--- src/rtl/fifo_pkg.sv ---
// Shared definitions for the 8-bit synchronous FIFO and its read-side engine.
package fifo_pkg;

  localparam int FIFO_DW    = 8;
  localparam int FIFO_DEPTH = 8;

  typedef enum logic [1:0] {
    IDLE,
    FETCH,
    FLUSH,
    DONE
  } rd_state_t;

endpackage

--- src/rtl/skid_buf2.sv ---
// Two-entry in-order stream buffer: push to tail, pop from head, head visible combinationally.
module skid_buf2
  import fifo_pkg::*;
#(
  parameter int DW = FIFO_DW
) (
  input  logic          clk,
  input  logic          reset,
  input  logic          push,
  input  logic [DW-1:0] push_data,
  input  logic          push_last,
  input  logic          pop,
  output logic [1:0]    occ,
  output logic [DW-1:0] head_data,
  output logic          head_last
);

  logic [DW-1:0] data0, data1;
  logic          last0, last1;

  // Entry 0 is always the head; a pop shifts entry 1 forward.
  always_ff @(posedge clk) begin
    if (reset) begin
      occ   <= '0;
      data0 <= '0;
      data1 <= '0;
      last0 <= 1'b0;
      last1 <= 1'b0;
    end else begin
      unique case ({push, pop})
        2'b10: begin
          if (occ == 2'd0) begin
            data0 <= push_data;
            last0 <= push_last;
          end else begin
            data1 <= push_data;
            last1 <= push_last;
          end
          occ <= occ + 2'd1;
        end
        2'b01: begin
          data0 <= data1;
          last0 <= last1;
          occ   <= occ - 2'd1;
        end
        2'b11: begin
          if (occ == 2'd1) begin
            data0 <= push_data;
            last0 <= push_last;
          end else begin
            data0 <= data1;
            last0 <= last1;
            data1 <= push_data;
            last1 <= push_last;
          end
        end
        default: ;
      endcase
    end
  end

  assign head_data = data0;
  assign head_last = last0;

endmodule

--- src/rtl/fifo_burst_reader.sv ---
// Pops a fixed-length burst from the FIFO and streams it out on valid/ready with last.
module fifo_burst_reader
  import fifo_pkg::*;
#(
  parameter int DATA_WIDTH = FIFO_DW,
  parameter int LEN_WIDTH  = 8
) (
  input  logic                  clk,
  input  logic                  reset,
  input  logic                  start,
  input  logic [LEN_WIDTH-1:0]  burst_len,
  output logic                  busy,
  output logic                  done,
  output logic                  read_en,
  input  logic                  empty,
  input  logic [DATA_WIDTH-1:0] data_out,
  output logic                  m_valid,
  output logic [DATA_WIDTH-1:0] m_data,
  output logic                  m_last,
  input  logic                  m_ready
);

  rd_state_t state, state_next;

  logic [LEN_WIDTH-1:0]  remaining;
  logic [LEN_WIDTH-1:0]  issued;
  logic [LEN_WIDTH-1:0]  captured;
  logic                  inflight;

  logic [1:0]            occ;
  logic [DATA_WIDTH-1:0] head_data;
  logic                  head_last;
  logic                  byte_last;
  logic                  xfer;
  logic                  buf_push;
  logic                  buf_pop;
  logic [2:0]            committed;
  logic                  credit_ok;

  // The returning FIFO byte is presented directly when the buffer is empty;
  // it enters the buffer only if it is not accepted in its arrival cycle.
  assign byte_last = inflight && ((captured + LEN_WIDTH'(1)) == remaining);
  assign m_valid   = (occ != 2'd0) || inflight;
  assign m_data    = (occ != 2'd0) ? head_data : (inflight ? data_out : '0);
  assign m_last    = (occ != 2'd0) ? head_last : byte_last;
  assign xfer      = m_valid && m_ready;
  assign buf_pop   = xfer && (occ != 2'd0);
  assign buf_push  = inflight && !((occ == 2'd0) && m_ready);
  assign committed = {1'b0, occ} + {2'b00, inflight};
  assign credit_ok = committed < (3'd2 + {2'b00, xfer});

  skid_buf2 #(
    .DW(DATA_WIDTH)
  ) u_buf (
    .clk      (clk),
    .reset    (reset),
    .push     (buf_push),
    .push_data(data_out),
    .push_last(byte_last),
    .pop      (buf_pop),
    .occ      (occ),
    .head_data(head_data),
    .head_last(head_last)
  );

  // State register.
  always_ff @(posedge clk) begin
    if (reset) state <= IDLE;
    else       state <= state_next;
  end

  // Burst length, pop/capture counters and the one-deep in-flight flag.
  always_ff @(posedge clk) begin
    if (reset) begin
      remaining <= '0;
      issued    <= '0;
      captured  <= '0;
      inflight  <= 1'b0;
    end else begin
      inflight <= read_en;
      if (state == IDLE && start) begin
        remaining <= burst_len;
        issued    <= '0;
        captured  <= '0;
      end else begin
        if (read_en)  issued   <= issued + LEN_WIDTH'(1);
        if (inflight) captured <= captured + LEN_WIDTH'(1);
      end
    end
  end

  // Next-state logic.
  always_comb begin
    state_next = state;
    unique case (state)
      IDLE:  if (start) state_next = (burst_len == '0) ? DONE : FETCH;
      FETCH: if (read_en && ((issued + LEN_WIDTH'(1)) == remaining)) state_next = FLUSH;
      // Accepting the tagged last byte implies buffer and in-flight slot drain on this edge.
      FLUSH: if (xfer && m_last) state_next = DONE;
      DONE:  state_next = IDLE;
      default: state_next = IDLE;
    endcase
  end

  // Control outputs.
  always_comb begin
    busy    = (state != IDLE);
    done    = (state == DONE);
    read_en = !reset && (state == FETCH) && !empty && (issued < remaining) && credit_ok;
  end

endmodule
--- config.mk ---
export PLATFORM = sky130hd
export DESIGN_NAME = fifo_burst_reader
export DESIGN_NICKNAME = d
export VERILOG_FILES = /design/src/rtl/fifo_pkg.sv /design/src/rtl/skid_buf2.sv /design/src/rtl/fifo_burst_reader.sv
export SDC_FILE = /design/constraint.sdc
export NUM_CORES = 1
export LEC_CHECK = 0
export ABC_AREA = 0
export BUFFER_PORTS_ARGS = -buffer_cell sky130_fd_sc_hd__buf_2
export CORE_ASPECT_RATIO = 0.8
export CORE_MARGIN = 2
export CORE_UTILIZATION = 58
export CTS_CLUSTER_SIZE = 24
export DETAILED_ROUTE_END_ITERATION = 10
export PLACE_DENSITY_LB_ADDON = 0.1
export SLEW_MARGIN = 25
export SYNTH_ARGS = -nofsm -noshare
export SYNTH_HDL_FRONTEND = slang
export SYNTH_SLANG_ARGS = --single-unit
--- constraint.sdc ---
create_clock -name clk -period 2.7 [get_ports clk]
set_input_delay 0.405 -clock clk [delete_from_list [all_inputs] [get_ports clk]]
set_output_delay 0.405 -clock clk [all_outputs]
set_load 0.02 [all_outputs]
# ---- Word level (Yosys, flattened, before mapping)
# Cells that the tools add are included.
dict set report classes {
  n_addsub 6
  n_mul 0
  div_mod_pow 0
  order_cmp 2
  eq_ne 15
  shift 0
  mux 21
  bitwise_logic 0
  reduce_logical 28
}
# operator count
set ops {}
lappend ops {{two-way mux 8 bit} 6}
lappend ops {{one-hot mux 8 bit (3 select lines)} 1}
lappend ops {{adder 8 x 1 -> 8 bit (second input constant)} 2}
lappend ops {{equality test 8 bit} 2}
lappend ops {{one-hot mux 8 bit (2 select lines)} 1}
lappend ops {{logical AND 1 bit} 12}
lappend ops {{!= test 2 bit (second input constant)} 6}
lappend ops {{equality test 2 bit (second input constant)} 4}
lappend ops {{logical NOT 8 bit} 1}
lappend ops {{< comparator 8 bit} 1}
lappend ops {{two-way mux 2 bit} 4}
lappend ops {{one-hot mux 2 bit (4 select lines)} 1}
lappend ops {{nonzero test 2 bit} 4}
lappend ops {{equality test 2 x 1 -> 1 bit (second input constant)} 3}
lappend ops {{AND reduction 3 bit} 2}
lappend ops {{two-way mux 1 bit} 5}
lappend ops {{logical NOT 2 bit} 2}
lappend ops {{one-hot mux 2 bit (2 select lines)} 1}
lappend ops {{adder 2 x 1 -> 3 bit} 1}
lappend ops {{adder 2 x 1 -> 3 bit (first input constant)} 1}
lappend ops {{logical NOT 1 bit} 3}
lappend ops {{< comparator 3 bit} 1}
lappend ops {{one-hot mux 1 bit (3 select lines)} 1}
lappend ops {{nonzero test 3 bit} 1}
lappend ops {{other kinds (6)} 6}
dict set report totals {
  register_bits 47
  latch_bits 0
  mem_bits_rw 0
  rom_bits 0
  in_bits 21
  output_inout_bits 13
  wordCells 82
  n_memories 0
}

# ---- Depth between registers and ports, before layout
# Gate-level depths: netlist of run 1.
dict set report depth {
  ltp_word 9
  depth_mapped 10
  mapped_depth_nobuf 9
}

# ---- Cells and area by module
# A second synthesis of run 1 with hierarchy kept.
dict set report unflattened {
  cells_unflattened 367
  hier_area_um2 3035.4
}
# module instances cells_each area_each_um2 seq_area_each_um2
set modules_own_cells {}
lappend modules_own_cells {fifo_burst_reader 1 268 2055.7 540.5}
lappend modules_own_cells {skid_buf2 1 99 979.7 400.4}

# ---- Worst setup path after synthesis of run 1
# Ideal clock, no wire load.
dict set report synth_timing {
  path_kind {register to register}
  startpoint {reg remaining[5]}
  endpoint {reg state[1]}
  setup_time_ns 0.070
  arrival_time_ns 2.418
  required_ns 2.630
  slack_ns 0.212
  stages_incl_launch_ff 9
  n_path_buf 0
  synth_period_minus_slack_ns 2.488
  path_cell_list {dfxtp_1 inv_1 ha_1 a211oi_1 o21ai_0 a221oi_4 a31oi_1 or3_1 a21oi_1}
}
dict set report synth_between {
  elab_chain_len 6
  word_cells_on_any_way 12
  classes_between {order compare (1); eq/ne (4); mux (1); reduce/logical (6)}
}
# item line_no
set synth_rtl {}
lappend synth_rtl {{start, declared} fifo_burst_reader.sv:25} ;# logic [LEN_WIDTH-1:0] remaining;
lappend synth_rtl {{start signal, assigned} fifo_burst_reader.sv:82} ;# remaining <= burst_len;
lappend synth_rtl {{< comparator 8 bit} fifo_burst_reader.sv:109} ;# read_en = !reset && (state == FETCH) && !empty && (issued < remaining) && credit_ok;
lappend synth_rtl {{logical AND 1 bit (2 in a row)} fifo_burst_reader.sv:109}
lappend synth_rtl {{named net read_en} fifo_burst_reader.sv:14} ;# output logic read_en,
lappend synth_rtl {{logical AND 1 bit} fifo_burst_reader.sv:97} ;# FETCH: if (read_en && ((issued + LEN_WIDTH'(1)) == remaining)) state_next = FLUSH;
lappend synth_rtl {{!= test 2 bit (no line)} n/a}
lappend synth_rtl {{AND reduction 3 bit (no line)} n/a}
lappend synth_rtl {{end signal, assigned} fifo_burst_reader.sv:69} ;# else state <= state_next;
lappend synth_rtl {{end, declared} fifo_burst_reader.sv:23} ;# rd_state_t state, state_next;
# The timed path passes the listed nets, and every way through them passes these cells.
# A chain may end at the register's enable or synchronous reset.

# ---- Worst setup path after layout of run 1
dict set report layout_timing {
  startpoint {reg captured[1]}
  endpoint {out m_last}
}
dict set report layout_between {
  elab_chain_len 4
}
# item line_no
set layout_rtl {}
lappend layout_rtl {{start, declared} fifo_burst_reader.sv:27} ;# logic [LEN_WIDTH-1:0] captured;
lappend layout_rtl {{start signal, assigned} fifo_burst_reader.sv:87} ;# if (inflight) captured <= captured + LEN_WIDTH'(1);
lappend layout_rtl {{adder 8 x 1 -> 8 bit} fifo_burst_reader.sv:42} ;# assign byte_last = inflight && ((captured + LEN_WIDTH'(1)) == remaining);
lappend layout_rtl {{equality test 8 bit} fifo_burst_reader.sv:42}
lappend layout_rtl {{logical AND 1 bit} fifo_burst_reader.sv:42}
lappend layout_rtl {{two-way mux 1 bit} fifo_burst_reader.sv:45} ;# assign m_last = (occ != 2'd0) ? head_last : byte_last;
lappend layout_rtl {{end, declared} fifo_burst_reader.sv:19} ;# output logic m_last,
# No other way between the ends.

==> out/summary.log, run 1 <==
qor: grt.global_route_met1_usage 34.4%
qor: final_layout.final_cell_mix 43 x sky130_fd_sc_hd__nor2_1, 36 x sky130_fd_sc_hd__dfxtp_1, 33 x sky130_fd_sc_hd__buf_2
qor: critical_path.timing_worst_setup_path_type flip-flop to primary output
qor: grt.grt_pass1_wl 10400 um
qor: placement.dpl-instance-area 3160 um^2
qor: final_layout.post_layout_nonfiller_instances 457
qor: sta.layout_setup_ws 0.106 ns
qor: drt.routed_wirelength 6600 um
qor: critical_path.critical-path-top-delay-family compound AO/OA/AOI/OAI gates
qor: critical_path.cp_startpoint captured[1]$_SDFFE_PP0P_
qor: grt.gr-total-overflow 0
qor: min_path.hold_path.startpoint burst_len[6]
qor: floorplan.floorplan.core_area 4920 um^2
qor: placement.pre_cts_setup_slack 0.214 ns
qor: outcome.status finished, final reports clean
qor: sta.layout_min_cycle_time 2.59 ns
qor: power.fin_total_pwr 2.39 mW
qor: yosys.synth.yosys.seq_area_share 32.3%
qor: critical_path.critical_path.max_stage_delay 0.38 ns
qor: power.power_density 706 nW/um^2
qor: floorplan.rows 23
qor: cts.buffer_cell_driving_the_clock_tree_root sky130_fd_sc_hd__clkbuf_8
qor: yosys.postSynthRegisterBits 47
qor: grt.use_met3 5.62%
qor: final_layout.final_net_count 434
qor: yosys.number_of_synthesis_warnings 0
qor: grt.grtUsageMet2 34.2%
qor: floorplan.ioPinCount 34
qor: yosys.async_flop_share 0%
qor: drt.avgViaCountPerCell 5.59
qor: cts.cts_num_sinks 47
qor: yosys.synth_edf_count 0
qor: run.cap_viol_max_count 0
qor: sta.finalHoldViolCount 0
qor: critical_path.cp.arrival 2.19 ns
qor: placement.place_inst 444
qor: final_layout.area_growth_syn_to_layout 16.2%
qor: yosys.syn_area 2910 um^2
qor: cts.numCtsBuffers 5
qor: grt.track_usage 23.5%
qor: floorplan.dieHeight 67.4 um
qor: critical_path.number_of_buffer_and_inverter_stages_on_the_critical_path 2
qor: cts.worstSkewPairLatency 0.31 ns
qor: sta.setup_viol 0
qor: drt.drt_drc_violations_left 0
qor: floorplan.initial_core_utilization 59.2%
qor: drt.ant_nets 0
qor: yosys.post_synth.cell_area_avg 8.16 um^2
qor: yosys.postSynth.topFlopCell sky130_fd_sc_hd__dfxtp_1
qor: power.max-vdd-ir-drop 0.000467 V
qor: cts.clock_tree_from_tritoncts done
qor: cts.number_of_buffers_on_the_longest_clock_path 2
qor: yosys.synthesis.nets 397
qor: sta.fin_worst_hold_slack 0.348 ns
qor: cts.cts.hold.buffers_added 0
qor: placement.dp.final_hpwl 4720 um
qor: final_layout.n_fill_cell 416
qor: placement.gp_congestion 0.833
qor: grt.first_global_vias 2191
qor: power.p_leak 1.36 nW
qor: critical_path.crit_path_end_kind primary output
qor: final_layout.mostFrequentLayoutCell sky130_fd_sc_hd__nor2_1
qor: floorplan.floorplan.die.width 83.3 um
qor: sta.finalMaxSlewViolations 0
qor: final_layout.insertedDiodeCount 0
qor: drt.number_of_vias_in_the_routed_layout 2556
qor: placement.io_buffer_count 33
qor: critical_path.cp_cell_sequence ha_4 > a311o_1 > a21oi_2 > nor2_1 > a2111oi_2 > buf_4 > nand2_1 > o21ai_0 > buf_2
qor: floorplan.die_area 5610 um^2
qor: grt.grt_antenna_before_repair 0
qor: critical_path.critical_path.reg2reg.startpoint issued[0]$_SDFFE_PP0P_
qor: final_layout.final_cell_area 3390 um^2
qor: min_path.worstHoldPathType input port to flip-flop
qor: yosys.synth.distinct_cells 48
qor: sta.worst_slew_pin_slew 0.637 ns
qor: sta.fin_crit_sh 96.1%
qor: drt.detailedRoute.firstIterationViolations 164
qor: grt.grt_max_degree 30
qor: grt.grt-busiest-layer met1
qor: critical_path.worstPathMaxFanout 8
qor: cts.cts_max_level 2
qor: final_layout.fraction_of_final_layout_cells_with_drive_strength_greater_than_1 19.7%
qor: sta.final.setup_skew 0.00345 ns
qor: cts.clk_transition_reported_paths 0.09 ns
qor: yosys.netlist_instances 357
qor: sta.worst_slew_margin_rel 57.4%
qor: drt.avgRoutedWirePerCell 14.4 um
qor: critical_path.worst-endpoint-required 2.30 ns
qor: critical_path.critPathLaunchType flip-flop
qor: critical_path.critPathSlowestCell sky130_fd_sc_hd__dfxtp_4
qor: sta.timing_limited_maximum_frequency 385 MHz
qor: drt.firstDrtPassIters 4
[cells in the mapped netlist, drive strengths merged, types with 2 or more instances]
library cell / count / area [um^2]
dfxtp: 47 / 941
nor4: 2 / 12.5
buf: 7 / 37.5
a41oi: 2 / 17.5
inv: 28 / 105
nand2b: 3 / 18.8
o21ai: 21 / 105
nor2b: 2 / 12.5
or3: 4 / 25.0
xor2: 14 / 123
nor2: 44 / 165
nor3: 2 / 10.0
nand4b: 2 / 17.5
a221oi: 2 / 35.0
clkbuf: 13 / 50.0
xnor2: 15 / 131
and3: 2 / 12.5
nand2: 25 / 93.8
mux2i: 22 / 220
a21oi: 14 / 70.1
a211oi: 14 / 105
a31oi: 4 / 25.0
or4: 2 / 15.0
o2111ai: 2 / 17.5
nand3b: 2 / 15.0
ha: 19 / 238
nand4: 9 / 62.6
nand3: 20 / 105
[layer usage]
| metal | wire (um) | part of all wire, % |
|---|---|---|
| met1 | 3270 | 50 |
| met2 | 2830 | 43 |
| met3 | 447 | 6.8 |
| met4 | 48 | 0.73 |
| met5 | 0 | 0 |
[final cells by class]
cell class / instances / area, um^2 / share of cell area (%)
Multi-Input combinational cell: 262 / 1800 / 53.3
Sequential cell: 47 / 962 / 28.4
Timing Repair Buffer: 50 / 305 / 9.01
Inverter: 28 / 105 / 3.10
Tap cell: 62 / 77.6 / 2.29
Clock buffer: 6 / 72.6 / 2.14
Clock inverter: 2 / 60.1 / 1.77
[power by group]
group          internal, mW  switching, mW  total (mW)
registers             0.792         0.0797       0.872
logic                 0.335          0.559       0.893
clock network         0.370          0.257       0.627
total                  1.50          0.895        2.39
[logic make-up after synthesis]
family          count (synthesis)  share of synthesized area, %
compound gates                 69                          16.2
mux                            22                          7.56
flops                          47                          32.3
fa+ha+maj                      19                          8.16
xor+xnor                       29                          8.72
buf+inv                        48                          6.61
simple gates                  123                          20.5
[final timing paths]
path	slack [ns]	to	cells past startpoint
worst max-delay path	0.11	m_last	9
worst min-delay path	0.35	remaining[6]$_SDFFE_PP0P_	3
worst min register to register	0.50	u_buf.data1[5]$_SDFFE_PP0P_	2
worst max register to register	0.17	state[1]$_SDFFE_PP0P_	8
[metrics by stage]
stage,setup TNS (ns),util [%]
finish,0,68.8
global route,-0.0437,68.8
CTS,0,67.3
detailed placement,0,64.3
global placement,0,64.3
floorplan,0,-
[registers in the layout, summed over array words and instances (netlist names)]
| signal | flops |
|---|---|
| captured | 8 |
| issued | 8 |
| remaining | 8 |
| u_buf.data1 | 8 |
| u_buf.head_data | 8 |
| state | 2 |
| u_buf.occ | 2 |
| inflight | 1 |
| u_buf.head_last | 1 |
| u_buf.last1 | 1 |
[tightest hold or removal path, stage by stage]
cell	delay, ns
sky130_fd_sc_hd__buf_2	0.10
sky130_fd_sc_hd__nand3_1	0.06
sky130_fd_sc_hd__a21oi_1	0.05
[what timing repair did]
action	CTS	global route
cloned	0	0
gates resized for setup	2	17
buffers inserted	0	5
pin swaps	0	3
endpoints found under the setup margin	1	2
Power figures use the tool's default switching activity.
==> inputs of run 2 (changes only) <==
--- a/config.mk
+++ b/config.mk
@@ -9,7 +9,7 @@
 export BUFFER_PORTS_ARGS = -buffer_cell sky130_fd_sc_hd__buf_2
 export CORE_ASPECT_RATIO = 0.8
 export CORE_MARGIN = 2
-export CORE_UTILIZATION = 58
+export CORE_UTILIZATION = 30
 export CTS_CLUSTER_SIZE = 24
 export DETAILED_ROUTE_END_ITERATION = 10
 export PLACE_DENSITY_LB_ADDON = 0.1
==> out/summary.log, run 2 (synthesized netlist as in run 1, its figures left out) <==
qor: floorplan.rows 32
qor: sta.rsz0062_at_grt false
qor: sta.timing_limited_maximum_frequency 389 MHz
qor: min_path.worstHoldPathType input port to flip-flop
qor: sta.worst_slew_pin_slew 0.679 ns
qor: final_layout.final_cell_mix 43 x sky130_fd_sc_hd__nor2_1, 41 x sky130_fd_sc_hd__dfxtp_1, 33 x sky130_fd_sc_hd__buf_2
qor: critical_path.cp_cell_sequence ha_1 > a211oi_1 > o21ai_1 > a221oi_4 > buf_4 > buf_2
qor: final_layout.insertedDiodeCount 0
qor: critical_path.cp.arrival 2.17 ns
qor: grt.grt_antenna_before_repair 0
qor: sta.setup_viol 0
qor: critical_path.worstPathMaxFanout 9
qor: drt.avgRoutedWirePerCell 14.0 um
qor: floorplan.initial_core_utilization 30.6%
qor: grt.track_usage 14.3%
qor: cts.clock_tree_from_tritoncts done
qor: cts.number_of_buffers_on_the_longest_clock_path 2
qor: power.power_density 743 nW/um^2
qor: critical_path.critPathLaunchType flip-flop
qor: critical_path.worst-endpoint-required 2.30 ns
qor: sta.totalNegativeSetupSlack 0 ns
qor: placement.io_buffer_count 33
qor: critical_path.number_of_buffer_and_inverter_stages_on_the_critical_path 2
qor: cts.cts_num_sinks 47
qor: floorplan.ioPinCount 34
qor: outcome.status finished, final reports clean
qor: critical_path.critical_path.max_stage_delay 0.50 ns
qor: final_layout.area_growth_syn_to_layout 19.1%
qor: power.fin_total_pwr 2.58 mW
qor: placement.dpl-instance-area 3240 um^2
qor: final_layout.n_fill_cell 1010
qor: sta.layout_setup_ws 0.127 ns
qor: power.p_leak 1.35 nW
qor: sta.layout_min_cycle_time 2.57 ns
qor: cts.cts_max_level 2
qor: drt.ant_nets 0
qor: power.max-vdd-ir-drop 0.000359 V
qor: critical_path.critPathSlowestCell sky130_fd_sc_hd__dfxtp_1
qor: grt.first_global_vias 2376
qor: critical_path.critical-path-top-delay-family compound AO/OA/AOI/OAI gates
qor: drt.detailedRoute.firstIterationViolations 82
qor: sta.final.setup_skew 0.00465 ns
qor: drt.met1_length 3760 um
qor: cts.cts.repair_timing.setup_buffer_count 0
qor: cts.clk_transition_reported_paths 0.07 ns
qor: final_layout.fraction_of_final_layout_cells_with_drive_strength_greater_than_1 17.6%
qor: cts.numCtsBuffers 5
qor: cts.worstSkewPairLatency 0.29 ns
qor: placement.gp_congestion 0.803
qor: drt.number_of_vias_in_the_routed_layout 2462
qor: grt.grt_max_degree 30
qor: critical_path.crit_path_end_kind primary output
qor: sta.finalMaxSlewViolations 0
qor: drt.met2_length 3000 um
qor: sta.finalHoldViolCount 0
qor: cts.buffer_cell_driving_the_clock_tree_root sky130_fd_sc_hd__clkbuf_16
qor: drt.drt_drc_violations_left 0
qor: grt.gr-total-overflow 0
qor: placement.dp.final_hpwl 5450 um
qor: sta.worst_slew_margin_rel 54.7%
qor: final_layout.final_net_count 430
qor: sta.fin_crit_sh 95.3%
qor: drt.avgViaCountPerCell 4.83
qor: drt.wl_met3 327 um
qor: run.cap_viol_max_count 0
qor: drt.top_layer_used met4
qor: placement.pre_cts_setup_slack 0.213 ns
qor: floorplan.floorplan.core_area 9530 um^2
qor: final_layout.final_cell_area 3470 um^2
qor: floorplan.dieHeight 92.2 um
qor: grt.grt_pass1_wl 11900 um
qor: final_layout.mostFrequentLayoutCell sky130_fd_sc_hd__nor2_1
qor: floorplan.floorplan.die.width 114 um
qor: drt.routed_wirelength 7140 um
qor: drt.firstDrtPassIters 4
qor: floorplan.die_area 10500 um^2
qor: critical_path.timing_worst_setup_path_type flip-flop to primary output
## run 2: cell count changes in the layout (fill, tap and decap cells not counted), sizes merged
cell,delta
buf,-4
## run 2: final cells by class
cell class | instances | area [um^2] | area share (%)
clock buffer | 6 | 129 | 3.71
clock inverter | 2 | 60.1 | 1.73
inverter | 28 | 105 | 3.03
multi-input combinational | 262 | 1820 | 52.3
sequential | 47 | 948 | 27.3
tap | 119 | 149 | 4.29
timing repair buffer | 46 | 263 | 7.57
## run 2: tightest hold or removal path, delay by kind of cell
kind	cells	cell delay [ns]
and+or+nand+nor	1	0.06
AOI/OAI and AO/OA	1	0.05
buffers and inverters	1	0.11
## run 2: layer usage
layer	GRT usage [%]	vias to the layer above
met1	21.0	1106
met3	2.51	5
met5	0	-
met2	21.6	36
li1	-	1315
met4	3.66	0
## run 2: path summary, 6_finish.rpt
kind                                 end  cells after the start                        start  slack, ns
max reg2reg        state[1]$_SDFFE_PP0P_                      8       issued[1]$_SDFFE_PP0P_       0.23
max                              read_en                      6       issued[5]$_SDFFE_PP0P_       0.13
min            remaining[7]$_SDFFE_PP0P_                      3                 burst_len[7]       0.37
min reg2reg  u_buf.data1[3]$_SDFFE_PP0P_                      2  u_buf.data1[3]$_SDFFE_PP0P_       0.49
## run 2: timing repair
item / 4_1_cts / 5_1_grt
resized for setup: 5 / 7
hold buffers: 0 / 0
pin swaps: 0 / 0
setup endpoints to repair: 2 / 3
## run 2: power breakdown
group | switching (mW) | internal (mW) | total (mW)
Clock | 0.270 | 0.531 | 0.801
Sequential | 0.0810 | 0.795 | 0.876
Combinational | 0.560 | 0.342 | 0.902
Total | 0.911 | 1.67 | 2.58
## run 2: through the flow
stage / std cells / utilization [%] / hold slack (ns)
3_5_place_dp: 502 / 34.0 / 0.484
6_report: 510 / 36.4 / 0.369
5_1_grt: 510 / 36.4 / 0.376
4_1_cts: 510 / 36.2 / 0.374
2_1_floorplan: 357 / - / 0.460
3_3_place_gp: 502 / 34.0 / 0.475
